**src/rtl/tinyqv_time_prescaler.sv**
```systemverilog
// Fractional clock divider producing the 1 us time_pulse strobe for mtime; pulse is registered
// and lands N (or N+1 with carry) cycles after each reload; no backpressure, divisor writes defer to the next tick.
module tinyqv_time_prescaler #(
    parameter int INT_BITS   = 8,
    parameter int FRAC_BITS  = 4,
    parameter int RESET_INT  = 64,
    parameter int RESET_FRAC = 0
) (
    input  logic                          clk,
    input  logic                          rst,
    input  logic                          enable,
    input  logic                          debug_halt,
    input  logic                          set_div,
    input  logic [INT_BITS+FRAC_BITS-1:0] div_in,
    output logic [INT_BITS+FRAC_BITS-1:0] div_out,
    output logic                          div_pending,
    output logic                          time_pulse
);

    localparam logic [INT_BITS-1:0]  ONE       = INT_BITS'(1);
    localparam logic [INT_BITS-1:0]  TWO       = INT_BITS'(2);
    localparam logic [INT_BITS-1:0]  RST_INT   = INT_BITS'(RESET_INT);
    localparam logic [FRAC_BITS-1:0] RST_FRAC  = FRAC_BITS'(RESET_FRAC);
    localparam logic [INT_BITS-1:0]  RST_CNT   = (RESET_INT < 2) ? ONE : INT_BITS'(RESET_INT - 1);

    logic [INT_BITS-1:0]  div_int;
    logic [FRAC_BITS-1:0] div_frac;
    logic [INT_BITS-1:0]  pend_int;
    logic [FRAC_BITS-1:0] pend_frac;
    logic                 pend_valid;
    logic [INT_BITS-1:0]  cnt;
    logic [FRAC_BITS-1:0] acc;

    logic [INT_BITS-1:0]  eff_int;
    logic [FRAC_BITS-1:0] eff_frac;
    logic [INT_BITS-1:0]  eff_n;
    logic [FRAC_BITS-1:0] frac_add;
    logic [FRAC_BITS:0]   acc_sum;
    logic [INT_BITS-1:0]  reload_cnt;
    logic [INT_BITS-1:0]  dis_int;
    logic [FRAC_BITS-1:0] dis_frac;
    logic [INT_BITS-1:0]  dis_cnt;

    // Divisors below 2 clamp to period 2 with no fractional carry, so pulses never touch.
    always_comb begin
        eff_int    = pend_valid ? pend_int  : div_int;
        eff_frac   = pend_valid ? pend_frac : div_frac;
        eff_n      = (eff_int < TWO) ? TWO : eff_int;
        frac_add   = (eff_int < TWO) ? '0 : eff_frac;
        acc_sum    = {1'b0, acc} + {1'b0, frac_add};
        reload_cnt = eff_n - ONE + {{(INT_BITS-1){1'b0}}, acc_sum[FRAC_BITS]};

        dis_int    = set_div ? div_in[INT_BITS+FRAC_BITS-1:FRAC_BITS] : eff_int;
        dis_frac   = set_div ? div_in[FRAC_BITS-1:0]                  : eff_frac;
        dis_cnt    = (dis_int < TWO) ? ONE : dis_int - ONE;
    end

    always_ff @(posedge clk) begin
        if (rst) begin
            div_int    <= RST_INT;
            div_frac   <= RST_FRAC;
            pend_int   <= '0;
            pend_frac  <= '0;
            pend_valid <= 1'b0;
            cnt        <= RST_CNT;
            acc        <= '0;
            time_pulse <= 1'b0;
        end else if (!enable) begin
            div_int    <= dis_int;
            div_frac   <= dis_frac;
            pend_valid <= 1'b0;
            cnt        <= dis_cnt;
            acc        <= '0;
            time_pulse <= 1'b0;
        end else begin
            if (set_div) begin
                pend_int   <= div_in[INT_BITS+FRAC_BITS-1:FRAC_BITS];
                pend_frac  <= div_in[FRAC_BITS-1:0];
                pend_valid <= 1'b1;
            end
            if (debug_halt) begin
                time_pulse <= 1'b0;
            end else if (cnt != '0) begin
                cnt        <= cnt - ONE;
                time_pulse <= 1'b0;
            end else begin
                // A write landing on this reload edge stays pending for the next one.
                div_int    <= eff_int;
                div_frac   <= eff_frac;
                acc        <= acc_sum[FRAC_BITS-1:0];
                cnt        <= reload_cnt;
                time_pulse <= 1'b1;
                if (!set_div) pend_valid <= 1'b0;
            end
        end
    end

    assign div_out     = pend_valid ? {pend_int, pend_frac} : {div_int, div_frac};
    assign div_pending = pend_valid;

endmodule

```
**config.mk**
```make
export PLATFORM = sky130hd
export DESIGN_NAME = tinyqv_time_prescaler
export DESIGN_NICKNAME = d
export VERILOG_FILES = /design/src/rtl/tinyqv_time_prescaler.sv
export SDC_FILE = /design/constraint.sdc
export NUM_CORES = 1
export LEC_CHECK = 0
export CORE_AREA = 2 2 109 90
export CTS_CLUSTER_DIAMETER = 120
export DETAILED_ROUTE_END_ITERATION = 12
export DIE_AREA = 0 0 111 92
export PLACE_DENSITY = 0.48
export SLEW_MARGIN = 40
export SYNTH_ARGS = -nofsm -noshare
export SYNTH_HDL_FRONTEND = slang
export SYNTH_SLANG_ARGS = --single-unit
```
**constraint.sdc**
```tcl
create_clock -name clk -period 3.8 [get_ports clk]
set_input_delay 0.76 -clock clk [delete_from_list [all_inputs] [get_ports clk]]
set_output_delay 0.76 -clock clk [all_outputs]
set_load 0.03 [all_outputs]
```
==> impl_metrics.tcl <==
set metrics [dict create \
    drc_errors 0 \
    max_freq_ghz 0.294 \
    report.final.setup_viol 0 \
    clk_latency_ps 290 \
    synth_top_area_cell "dfxtp_1" \
    power_leakage_nw 1.32 \
    synth.avg_cell_area_um2 7.93 \
    holdBufCountCts 0 \
    slew_violations 0 \
    gp_congestion 0.845 \
    setup_ws_ps 402 \
    min_from "pend_frac[3]$_SDFFE_PP0P_" \
    grt.total_usage_pct 16.3 \
    synth_edf_count 0 \
    post_dp_cell_area_mm2 0.00309 \
    holdWs_ps 453 \
    synth_warnings 0 \
    cts_root_buf "clkbuf_16" \
    preCtsSetupSlack_ps 284 \
    cts_tree "built" \
    rsz0062_at_grt "false" \
    chipHeight_um 92 \
    viasPerCell 5.24 \
    routed_wl_mm 7.93 \
    fin_tns_setup_ps 0 \
    drt_iter0_drc 162 \
    synthDistinctLibCells 61 \
    finalClockSkew_ps 8.80 \
    design.core.area_mm2 0.00925 \
    startpoint "div_int[4]$_SDFFE_PP0P_" \
    synthCells 334 \
    cts.clk_slew.worst_paths_ps 60 \
    post-route-min-period_ps 3400 \
    async_flop_share_pct 0 \
    r2r_setup_slack_ps 400 \
    portBuffers 30 \
    r2r_cells 15 \
    synth.cell_area_mm2 0.00265 \
    crit_chain "nor4_1, o22a_1, nand2_1, and2_1, ha_1, inv_1, fa_1, inv_1, a21o_1, a21oi_1, ha_1, o211ai_1, nor3_1, mux2_1, o32a_1" \
    synth_top_area_share_pct 28.7 \
    start_util_pct 28.6 \
    critical_path_class "flip-flop to flip-flop" \
    first_pass_iters 4 \
    synth-seq-area-share_pct 28.7 \
    outcome "completed" \
    ys_ff_latch 38 \
    period_share_pct 89.4 \
    cts_buffers 5 \
    grt_max_degree 35 \
    tightest_slew_ps 799 \
    htree_levels 2 \
    cpMaxStageDelayCell "nor4_1" \
    drive_gt1_share_pct 13.2 \
    rows 32 \
    synthFlopType "dfxtp_1" \
    grt_pass1_vias 2434 \
    cp_max_fo 6 \
    ys_top_cells_by_area "dfxtp_1 (29%), a21oi_1 (7.0%), mux2i_1 (5.7%)" \
    avgRoutedWirePerCell_um 16.5 \
    antenna_found_initial 0 \
    clockBufferDepth 2 \
    hpwlAfterDp_mm 5.95 \
    hold_viol_final 0 \
    grt_remaining_overflow 0 \
    dieWidth_um 111 \
    r2r-end "cnt[5]$_SDFFE_PP1P_" \
    postCtsSetupRepairBufs 0 \
    cp-start-kind "flip-flop" \
    power_mw 1.27 \
    syn2layout_area_growth_pct 24.5 \
    synth_nets 361 \
    diodes 0 \
    worstPathRequired_ps 3970 \
    crit_path_end_kind "flip-flop" \
    cts_sinks 38 \
    nNetsFinal 389 \
    grt_pass1_wl_mm 13.2 \
    endpoint "cnt[5]$_SDFFE_PP1P_" \
    io_pins 31 \
    ant_nets 0 \
    die_area_mm2 0.0102 \
    slowest_delay_ps 410 \
    slew_headroom_pct 46.7 \
    p_per_area_mw_per_mm2 384 \
    vias 2526 \
    worstPathArrival_ps 3570 \
    r2r_start "div_int[4]$_SDFFE_PP0P_" \
    irDropWorstVdd_uv 186 \
    stdcell_area_mm2 0.00330 \
    drv_cap 0 \
    hp-class "flip-flop to flip-flop" \
]
[area by class of cell]
class	instances	area (um2)
inverter	15	56.3
fill	974	5950
sequential	38	762
multi-input combinational	262	1760
timing repair buffer	40	375
clock inverter	3	68.8
clock buffer	5	125
tap	119	149
[per-layer routing]
metal  vias to the layer above  GRT usage, %  wire length [um]
li1                       1251             -                 -
met1                      1187          23.0              3980
met2                        75          24.7              3390
met3                        13          3.44               428
met4                         0          5.52               131
met5                         -             0                 0
[registers in the layout (all words and copies together) (netlist names)]
signal	flops
acc	4
cnt	8
div_frac	4
div_int	8
div_pending	1
pend_frac	4
pend_int	8
time_pulse	1
[where the power goes]
group          switching (mW)  internal, mW  total, mW
Combinational           0.148         0.118      0.265
Clock                   0.175         0.377      0.552
Sequential             0.0278         0.420      0.447
Total                   0.350         0.915       1.27
[kinds of logic after synthesis]
group	synth area share (%)
AND/OR/NAND/NOR	24.3
buffers and inverters	5.48
flip-flops	28.7
AO/OA/AOI/OAI	20.3
XOR/XNOR	2.65
multiplexers	13.6
adder cells (fa/ha/maj)	5.01
[timing repair]
item,in CTS,in global routing
resized for setup,0,2
endpoints found under the hold margin,0,0
endpoints found under the setup margin,0,2
[critical path, delay by kind of cell (launching register included)]
| kind | cells | cell delay (ps) |
|---|---|---|
| flops | 1 | 360 |
| buf+inv | 2 | 120 |
| compound gates | 5 | 950 |
| simple gates | 4 | 910 |
| mux | 1 | 340 |
| fa+ha+maj | 3 | 600 |
[worst min path at each step]
| stage | to | slack [ps] | cells after the start |
|---|---|---|---|
| 3_5_place_dp | pend_frac[2]$_SDFFE_PP0P_ | 440 | 2 |
| 6_report | pend_frac[3]$_SDFFE_PP0P_ | 450 | 2 |
| 2_1_floorplan | pend_frac[0]$_SDFFE_PP0P_ | 430 | 2 |
| 4_1_cts | pend_frac[2]$_SDFFE_PP0P_ | 450 | 2 |
| 5_1_grt | pend_frac[2]$_SDFFE_PP0P_ | 470 | 2 |
| 3_3_place_gp | pend_frac[1]$_SDFFE_PP0P_ | 440 | 2 |
[layout by cell type (no fill, tap or decap), types with 6 or more instances in the layout]
| master | count |
|---|---|
| a21oi_1 | 37 |
| nand2_1 | 37 |
| dfxtp_1 | 37 |
| nor2_1 | 36 |
| clkdlybuf4s50_1 | 30 |
| mux2i_1 | 15 |
| inv_1 | 13 |
| nor3_1 | 13 |
| mux2_2 | 12 |
| buf_4 | 10 |
| ha_1 | 9 |
| nor3b_1 | 8 |
| o21ai_0 | 8 |
| nor4_1 | 7 |
| o21ai_1 | 7 |
| xnor2_1 | 6 |
[synth_stat cells (6+ instances only)]
| master | n |
|---|---|
| a21oi_1 | 37 |
| o21ai_1 | 7 |
| mux2i_1 | 15 |
| ha_1 | 9 |
| o21ai_0 | 8 |
| clkbuf_1 | 12 |
| inv_1 | 13 |
| nor3_1 | 14 |
| nor4_1 | 7 |
| mux2_2 | 12 |
| nand2_1 | 37 |
| dfxtp_1 | 38 |
| nor3b_1 | 8 |
| xnor2_1 | 6 |
| nor2_1 | 36 |
[through the flow]
stage / cells / util [%]
final: 482 / 35.7
after global placement: 474 / 33.4
after floorplan: 334 / -
after global routing: 482 / 35.7
after detailed placement: 474 / 33.4
after CTS: 482 / 35.5
No activity file was read; power rests on OpenSTA's default activity.
